### src/rtl/canny_frame_ctrl.sv
// canny_frame_ctrl
// Frame-level sequencer and configuration owner for the Canny gradient stage.
// Arms on a software start, locks onto the next frame's vsync, holds the
// gradient pipeline enable through the frame plus a flush window, loads the
// double-threshold values only at frame boundaries, checks line/frame
// geometry and counts completed frames.
//
// Ports:
//   clk, rst_s            clock, synchronous active-high reset
//   cfg_we/addr/wdata     shadow config writes (0 low, 1 high, 2 control)
//   start, stop           one-cycle run / halt requests
//   per_vs, per_hs, per_de  upstream frame / line / pixel timing
//   thr_low, thr_high     active thresholds for the gradient block
//   pipe_en               gradient pipeline enable (RUN and FLUSH)
//   busy                  sequencer not idle
//   frame_done            one-cycle pulse when a frame has fully flushed
//   frame_cnt             completed frame count (wraps)
//   err_line, err_frame, err_cfg  sticky geometry / threshold errors
module canny_frame_ctrl #(
  parameter int IMG_WIDTH    = 640,
  parameter int IMG_HEIGHT   = 480,
  parameter int THR_LOW_DEF  = 50,
  parameter int THR_HIGH_DEF = 100,
  parameter int PIPE_LAT     = 11
) (
  input  logic        clk,
  input  logic        rst_s,
  input  logic        cfg_we,
  input  logic [1:0]  cfg_addr,
  input  logic [9:0]  cfg_wdata,
  input  logic        start,
  input  logic        stop,
  input  logic        per_vs,
  input  logic        per_hs,
  input  logic        per_de,
  output logic [9:0]  thr_low,
  output logic [9:0]  thr_high,
  output logic        pipe_en,
  output logic        busy,
  output logic        frame_done,
  output logic [15:0] frame_cnt,
  output logic        err_line,
  output logic        err_frame,
  output logic        err_cfg
);

  // Flush down-counter is loaded with PIPE_LAT-1 so it spans exactly PIPE_LAT cycles.
  localparam int FW = (PIPE_LAT > 1) ? $clog2(PIPE_LAT) : 1;
  localparam logic [FW-1:0] FLUSH_LOAD = FW'(PIPE_LAT - 1);
  localparam logic [FW-1:0] FLUSH_ONE  = FW'(1);
  localparam logic [FW-1:0] FLUSH_ZERO = FW'(0);
  localparam logic [10:0]   WIDTH_EXP  = 11'(IMG_WIDTH);
  localparam logic [10:0]   HEIGHT_EXP = 11'(IMG_HEIGHT);
  localparam logic [9:0]    LOW_DEF    = 10'(THR_LOW_DEF);
  localparam logic [9:0]    HIGH_DEF   = 10'(THR_HIGH_DEF);

  typedef enum logic [1:0] {
    IDLE  = 2'd0,
    ARMED = 2'd1,
    RUN   = 2'd2,
    FLUSH = 2'd3
  } state_t;

  state_t         state_r;
  state_t         next_state_s;
  logic           per_vs_d_r;
  logic           per_hs_d_r;
  logic [9:0]     shadow_low_r;
  logic [9:0]     shadow_high_r;
  logic           continuous_r;
  logic [10:0]    col_cnt_r;
  logic [9:0]     row_cnt_r;
  logic [FW-1:0]  flush_cnt_r;
  logic           stop_pending_r;
  logic [9:0]     thr_low_r;
  logic [9:0]     thr_high_r;
  logic           frame_done_r;
  logic [15:0]    frame_cnt_r;
  logic           err_line_r;
  logic           err_frame_r;
  logic           err_cfg_r;

  logic           vs_rise_s;
  logic           vs_fall_s;
  logic           hs_fall_s;
  logic           frame_load_s;
  logic           arm_s;
  logic           flush_done_s;
  logic [10:0]    rows_seen_s;

  // A threshold pair is usable only when low is strictly below high.
  function automatic logic thr_valid(input logic [9:0] lo, input logic [9:0] hi);
    return (lo < hi);
  endfunction

  assign vs_rise_s    = per_vs & ~per_vs_d_r;
  assign vs_fall_s    = ~per_vs & per_vs_d_r;
  assign hs_fall_s    = ~per_hs & per_hs_d_r;
  // stop wins over a coincident vsync while armed, so no load happens then.
  assign frame_load_s = (state_r == ARMED) & vs_rise_s & ~stop;
  assign arm_s        = (state_r == IDLE) & start & ~stop;
  assign flush_done_s = (state_r == FLUSH) & (flush_cnt_r == FLUSH_ZERO);
  // A line ending in the same cycle as vsync still counts toward the frame.
  assign rows_seen_s  = {1'b0, row_cnt_r} + {10'd0, hs_fall_s};

  assign pipe_en    = (state_r == RUN) | (state_r == FLUSH);
  assign busy       = (state_r != IDLE);
  assign thr_low    = thr_low_r;
  assign thr_high   = thr_high_r;
  assign frame_done = frame_done_r;
  assign frame_cnt  = frame_cnt_r;
  assign err_line   = err_line_r;
  assign err_frame  = err_frame_r;
  assign err_cfg    = err_cfg_r;

  // State register.
  always_ff @(posedge clk) begin
    if (rst_s) begin
      state_r <= IDLE;
    end else begin
      state_r <= next_state_s;
    end
  end

  // Next-state decode.
  always_comb begin
    next_state_s = state_r;
    case (state_r)
      IDLE: begin
        if (start && !stop) begin
          next_state_s = ARMED;
        end else begin
          next_state_s = IDLE;
        end
      end
      ARMED: begin
        if (stop) begin
          next_state_s = IDLE;
        end else if (vs_rise_s) begin
          next_state_s = RUN;
        end else begin
          next_state_s = ARMED;
        end
      end
      RUN: begin
        if (vs_fall_s) begin
          next_state_s = FLUSH;
        end else begin
          next_state_s = RUN;
        end
      end
      FLUSH: begin
        if (flush_cnt_r != FLUSH_ZERO) begin
          next_state_s = FLUSH;
        end else if (continuous_r && !(stop_pending_r || stop)) begin
          next_state_s = ARMED;
        end else begin
          next_state_s = IDLE;
        end
      end
      default: begin
        next_state_s = IDLE;
      end
    endcase
  end

  // One-cycle delayed copies of vsync/hsync for edge detection.
  always_ff @(posedge clk) begin
    if (rst_s) begin
      per_vs_d_r <= 1'b0;
      per_hs_d_r <= 1'b0;
    end else begin
      per_vs_d_r <= per_vs;
      per_hs_d_r <= per_hs;
    end
  end

  // Shadow configuration, writable in any state.
  always_ff @(posedge clk) begin
    if (rst_s) begin
      shadow_low_r  <= LOW_DEF;
      shadow_high_r <= HIGH_DEF;
      continuous_r  <= 1'b0;
    end else if (cfg_we) begin
      case (cfg_addr)
        2'd0:    shadow_low_r  <= cfg_wdata;
        2'd1:    shadow_high_r <= cfg_wdata;
        2'd2:    continuous_r  <= cfg_wdata[0];
        default: continuous_r  <= continuous_r;
      endcase
    end
  end

  // Active thresholds, loaded only on the frame that enters RUN.
  always_ff @(posedge clk) begin
    if (rst_s) begin
      thr_low_r  <= LOW_DEF;
      thr_high_r <= HIGH_DEF;
    end else if (frame_load_s && thr_valid(shadow_low_r, shadow_high_r)) begin
      thr_low_r  <= shadow_low_r;
      thr_high_r <= shadow_high_r;
    end
  end

  // Sticky error flags; a fresh start from IDLE clears them all.
  always_ff @(posedge clk) begin
    if (rst_s || arm_s) begin
      err_line_r  <= 1'b0;
      err_frame_r <= 1'b0;
      err_cfg_r   <= 1'b0;
    end else begin
      if (frame_load_s && !thr_valid(shadow_low_r, shadow_high_r)) begin
        err_cfg_r <= 1'b1;
      end
      if ((state_r == RUN) && hs_fall_s && (col_cnt_r != WIDTH_EXP)) begin
        err_line_r <= 1'b1;
      end
      if ((state_r == RUN) && vs_fall_s && (rows_seen_s != HEIGHT_EXP)) begin
        err_frame_r <= 1'b1;
      end
    end
  end

  // Pixel and line counters, saturating, active only in RUN.
  always_ff @(posedge clk) begin
    if (rst_s || (state_r != RUN) || vs_fall_s) begin
      col_cnt_r <= 11'd0;
      row_cnt_r <= 10'd0;
    end else if (hs_fall_s) begin
      col_cnt_r <= 11'd0;
      if (row_cnt_r != 10'h3FF) begin
        row_cnt_r <= row_cnt_r + 10'd1;
      end
    end else if (per_de && per_hs && !vs_rise_s && (col_cnt_r != 11'h7FF)) begin
      col_cnt_r <= col_cnt_r + 11'd1;
    end
  end

  // Flush window timer.
  always_ff @(posedge clk) begin
    if (rst_s) begin
      flush_cnt_r <= FLUSH_ZERO;
    end else if ((state_r == RUN) && vs_fall_s) begin
      flush_cnt_r <= FLUSH_LOAD;
    end else if ((state_r == FLUSH) && (flush_cnt_r != FLUSH_ZERO)) begin
      flush_cnt_r <= flush_cnt_r - FLUSH_ONE;
    end
  end

  // Deferred stop: remembered during a frame, consumed at flush exit.
  always_ff @(posedge clk) begin
    if (rst_s || flush_done_s) begin
      stop_pending_r <= 1'b0;
    end else if (stop && ((state_r == RUN) || (state_r == FLUSH))) begin
      stop_pending_r <= 1'b1;
    end
  end

  // Completion pulse and frame counter.
  always_ff @(posedge clk) begin
    if (rst_s) begin
      frame_done_r <= 1'b0;
      frame_cnt_r  <= 16'd0;
    end else begin
      frame_done_r <= flush_done_s;
      if (flush_done_s) begin
        frame_cnt_r <= frame_cnt_r + 16'd1;
      end
    end
  end

endmodule

### config.mk
export PLATFORM = sky130hd
export DESIGN_NAME = canny_frame_ctrl
export DESIGN_NICKNAME = d
export VERILOG_FILES = /design/src/rtl/canny_frame_ctrl.sv
export SDC_FILE = /design/constraint.sdc
export NUM_CORES = 1
export LEC_CHECK = 0
export BUFFER_PORTS_ARGS = -buffer_cell sky130_fd_sc_hd__buf_2
export CAP_MARGIN = 5
export CORE_ASPECT_RATIO = 0.8
export CORE_UTILIZATION = 45
export CTS_CLUSTER_DIAMETER = 150
export DETAILED_ROUTE_END_ITERATION = 8
export PLACE_DENSITY = 0.62
export SETUP_SLACK_MARGIN = 0.05
export SLEW_MARGIN = 0
export SYNTH_ARGS = -nofsm -noshare
export SYNTH_HDL_FRONTEND = slang
export SYNTH_SLANG_ARGS = --single-unit
### constraint.sdc
create_clock -name clk -period 5.1 [get_ports clk]
set_clock_uncertainty 0.15 [all_clocks]
set_input_delay 0.765 -clock clk [delete_from_list [all_inputs] [get_ports clk]]
set_output_delay 0.765 -clock clk [all_outputs]
set_load 0.02 [all_outputs]
; After elaboration in Yosys (flattened, before gate mapping)
; Index checks and enable logic that the tools add are counted.
[totals]
output_inout_bits = 42
regBits = 91
[op_classes]
add_sub_neg = 5
n_reduce_logical = 35
mux = 9
eq_ne = 10
magnitude_cmp = 1
n_bitwise = 13
[op_table]
columns = operator, count
row1 = "16-bit by 1-bit adder with 16-bit output, second input constant", 1
row2 = 1-bit logical AND, 13
row3 = 10-bit by 1-bit adder with 11-bit output, 1
row4 = "11-bit by 1-bit adder with 11-bit output, second input constant", 1
row5 = "11-bit by 10-bit != test with 1-bit output, second input constant", 1
row6 = "11-bit != test, second input constant", 1
row7 = "11-bit by 9-bit != test with 1-bit output, second input constant", 1
row8 = "10-bit by 1-bit adder with 10-bit output, second input constant", 1
row9 = 10-bit less-than comparator, 1
row10 = "10-bit != test, second input constant", 1
row11 = 1-bit AND, 8
row12 = 4-bit 2-to-1 mux, 2
row13 = 2-bit case mux with 4 select lines, 1
row14 = 2-bit AND reduction, 4
row15 = "2-bit equality test, second input constant", 3
row16 = 1-bit logical OR, 6
row17 = 2-bit 2-to-1 mux, 3
row18 = "2-bit by 1-bit equality test with 1-bit output, second input constant", 2
row19 = 1-bit logical NOT, 4
row20 = 2-bit logical NOT, 2
row21 = 4-bit logical NOT, 1
row22 = 1-bit NOT, 4
row23 = 2-bit nonzero test, 2
row24 = 4-bit nonzero test, 1
row25 = other kinds (5), 8

; Depth between registers and ports, before layout
[depth]
word_depth = 6
ltp_mapped = 9

; Worst setup path after synthesis
; OpenSTA, ideal clock, no wires.
[synth_timing]
kind = input -> register
startpoint = input port per_hs
endpoint = register err_frame_r (netlist: err_frame)
arrival_time_ps = 2092
stages = 6
required_time_ps = 4821
slack_ps = 2729
setup_ps = 129
cell_sequence = nor2b_1 -> ha_1 -> ha_1 -> or4_1 -> nor4_1 -> a31oi_1
[synth_between]
elab_chain_len = 5
[synth_rtl]
columns = item, line_no
row1 = "start, declared", 34  ; input logic per_hs,
row2 = 1-bit NOT, 98  ; assign hs_fall_s = ~per_hs & per_hs_d_r;
row3 = 1-bit AND, 98
row4 = 10-bit by 1-bit adder with 11-bit output, 104  ; assign rows_seen_s = {1'b0, row_cnt_r} + {10'd0, hs_fall_s};
row5 = 11-bit by 9-bit != test with 1-bit output, 218  ; if ((state_r == RUN) && vs_fall_s && (rows_seen_s != HEIGHT_EXP)) begin
row6 = 1-bit logical AND, 218
row7 = "end signal, assigned", 209  ; err_frame_r <= 1'b0;
row8 = "end signal, assigned", 219  ; err_frame_r <= 1'b1;
row9 = "end, declared", 80  ; logic err_frame_r;
; No other way between the ends.
; A chain may end at the register's enable or synchronous reset.

; Worst setup path after layout
[layout_timing]
startpoint = register shadow_high_r[7]
endpoint = register thr_low_r[7] (netlist: thr_low[7])
[layout_between]
elab_chain_len = 2
[layout_rtl]
columns = item, line_no
row1 = "start, declared", 69  ; logic [9:0] shadow_high_r;
row2 = "start signal, assigned", 187  ; 2'd1: shadow_high_r <= cfg_wdata;
row3 = 10-bit less-than comparator, 93  ; return (lo < hi);
row4 = 1-bit logical AND, 199  ; end else if (frame_load_s && thr_valid(shadow_low_r, shadow_high_r)) begin
row5 = "end signal, assigned", 200  ; thr_low_r <= shadow_low_r;
row6 = "end, declared", 75  ; logic [9:0] thr_low_r;
; No other way between the ends.

==> results.toml <==
[cells_and_area]
num_antenna_cells = 0
final_cell_mix = "dfxtp_1 (91), buf_2 (61), nand2_1 (58)"
synthToLayoutAreaGrowth_pct = 14.7
post-route-util = 0.534
drive_gt1_frac = 0.150
nNetsFinal = 578
layout_commonest_cell = "dfxtp_1"

[synth]
synth_warnings = 0
syn_area_um2 = 4240
ys_types = 46
synth.avg_cell_area_um2 = 8.69
yosysSeqAreaShare = 0.430
synth-seq-cells = 91
syn_nets = 525
synthCells = 488

[placement]
dp_hpwl_um = 6170
io_buffer_count = 61
gp_congestion = 0.784

[power_and_ir_drop]
pwr-share-comb = 0.051
intPower_uw = 1080
p_sw_frac = 0.219
p_leak_uw = 0.00188
seqPwrFrac = 0.526
worst_ir_drop_vdd_v = 0.000191
p_sw_uw = 303
p_per_area_nw_per_um2 = 284
clkPwrFrac = 0.423

[clock_tree]
cts-root-buf = "clkbuf_16"
clkSlewWorstSetupHoldPaths_ps = 60
cts_resized = 0
post_cts_buffers = 0
cts.sink_count = 91
cts_hold_buf = 0
tritoncts = "yes"
h-tree-depth = 3
cts_buffers = 9
clkLatencyLatePin_ps = 340
clockBufferDepth = 2

[timing]
fin_crit_ps = 2930
maxSlewHeadroom = 0.306
grt_setup_unrepaired = "false"
setup_viol = 0
fin_tns_setup_ps = 0
period_share = 0.574
hold_violations = 0
finalMaxSlewViolations = 0
worst_pin_slew_ps = 1040
fmax_mhz = 341

[die]
ioPinCount = 62
die_y_um = 88.8
die-area_um2 = 9820
fp-row-count = 31
initial_core_util = 0.465
die_w_um = 111
core_area_um2 = 9110

[worst_setup_path]
critical_path.top_delay_family = "simple AND/OR/NAND/NOR gates"
path_max_fanout = 11
crit_buf_inv = 2
critPathSlowestCell = "nor3b_2"
worst_path_largest_cell_delay_ps = 860
worstSetupStartpointType = "flip-flop"
worstPathRequired_ps = 5210
path_cells = "inv_1 > ha_1 > a211o_1 > a21oi_1 > o31ai_1 > nor3b_2 > buf_4 > mux2i_1"
crit_type = "reg2reg"
end_kind = "flip-flop"
crit_arrival_ps = 3040

[grt]
grt_usage = 0.190
grt_max_degree = 91
gr-total-overflow = 0
grt_first_pass_wirelength_um = 15000
grt_pass1_vias = 3156
grt_antenna_before_repair = 0

[detailed_routing]
firstDrtPassIters = 4
wl_per_cell_um = 13.3
ant_nets = 0
remaining_drc_errors = 0
drt-initial-drc-count = 172
wl_um = 8820
via_per_inst = 5.17
vias = 3419

[flow_run]
max-cap-violations = 0

[status]
status = "finished, final reports clean"

[worst_hold_path]
hold_class = "reg2reg"
-- per-stage QoR --
step	instance area [um2]	total power (uW)	setup WS (ps)	std cells	hold slack [ps]
6_report	4860	1380	2170	661	322
5_1_grt	4860	1440	1870	661	340
4_1_cts	4860	1400	2070	661	324
3_5_place_dp	4610	812	1800	645	309
3_3_place_gp	4610	811	1900	645	294
2_1_floorplan	4240	789	2730	488	295
-- final timing paths --
| kind | startpoint | end | slack [ps] | depth (start not counted) |
|---|---|---|---|---|
| setup / recovery | shadow_high_r[7] | thr_low[7] | 2170 | 8 |
| hold / removal | thr_low[0] | thr_low[0] | 320 | 2 |
| setup reg to reg | shadow_high_r[7] | thr_low[7] | 2170 | 8 |
| hold reg to reg | thr_low[0] | thr_low[0] | 320 | 2 |
-- worst register-to-register path: stages, from the launching register on --
cell and delay, ps:
dfxtp_1 340, inv_1 50, ha_1 280, a211o_1 290, a21oi_1 160, o31ai_1 120
nor3b_2 860, buf_4 370, mux2i_1 220
-- cell usage after synthesis, drive strengths merged --
master   count  area share
nand4b       1      0.0021
nand2       58       0.051
a21oi       31       0.037
dfxtp       91        0.43
nor2        52       0.046
or3b         3      0.0062
nand3       12       0.014
and4         5       0.010
nor4b        3      0.0062
nand2b      30       0.044
or3          4      0.0059
a2111oi      1      0.0021
buf          2      0.0024
o21a         1      0.0018
nor3        13       0.017
o21ai        9       0.011
a211o        4      0.0083
xor2        21       0.043
nand4       13       0.019
nor3b        3      0.0053
mux2i       22       0.052
and2         5      0.0074
and3b        1      0.0021
nor4bb       1      0.0024
or4          2      0.0035
and4b        1      0.0024
or2          1      0.0015
a31oi        3      0.0044
xnor2       12       0.025
nor2b        9       0.013
o31ai        3      0.0053
and3         2      0.0030
o21ba        1      0.0024
inv         16       0.014
ha          17       0.050
a41oi        1      0.0021
a21o         1      0.0018
nand3b       7       0.012
nor4         3      0.0044
o21bai       1      0.0018
clkbuf      20       0.023
a211oi       2      0.0035
-- power by group through the flow --
stage          clock network (uW)  registers, uW  logic (uW)
4_1_cts                       604            725        71.2
2_1_floorplan                   0            740        49.1
5_1_grt                       631            727        79.2
3_3_place_gp                    0            741        69.8
3_5_place_dp                    0            741        70.9
6_report                      583            726        70.7
-- registers in the layout, summed over array words and instances, names as in the netlist --
register / count
thr_low: 10
err_frame: 1
frame_cnt: 16
per_vs_d_r: 1
col_cnt_r: 11
continuous_r: 1
shadow_low_r: 10
flush_cnt_r: 4
err_cfg: 1
state_r: 2
thr_high: 10
stop_pending_r: 1
row_cnt_r: 10
frame_done: 1
err_line: 1
per_hs_d_r: 1
shadow_high_r: 10
-- logic make-up after synthesis --
family                   after synthesis  share of synthesized area
XOR/XNOR                              33                     0.0682
AO/OA/AOI/OAI                         58                     0.0806
AND/OR/NAND/NOR                      229                      0.280
buffers and inverters                 38                     0.0398
multiplexers                          22                     0.0519
flip-flops                            91                      0.430
adder cells (fa/ha/maj)               17                     0.0502
-- layout make-up --
type | instances | area (um2)
tap | 115 | 144
inverter | 16 | 60.1
clock inverter | 3 | 15.0
clock buffer | 13 | 240
fill | 843 | 4250
sequential | 91 | 1820
multi-input combinational | 359 | 2250
timing repair buffer | 64 | 328
-- metal layers --
| metal | wire length (um) | up-vias | part of all wire | GRT usage |
|---|---|---|---|---|
| li1 | - | 1768 | - | - |
| met1 | 4440 | 1558 | 0.50 | 0.259 |
| met2 | 3730 | 81 | 0.42 | 0.285 |
| met3 | 516 | 12 | 0.059 | 0.0534 |
| met4 | 131 | 0 | 0.015 | 0.0812 |
| met5 | 0 | - | 0 | 0 |
Power figures use the tool's default switching activity.
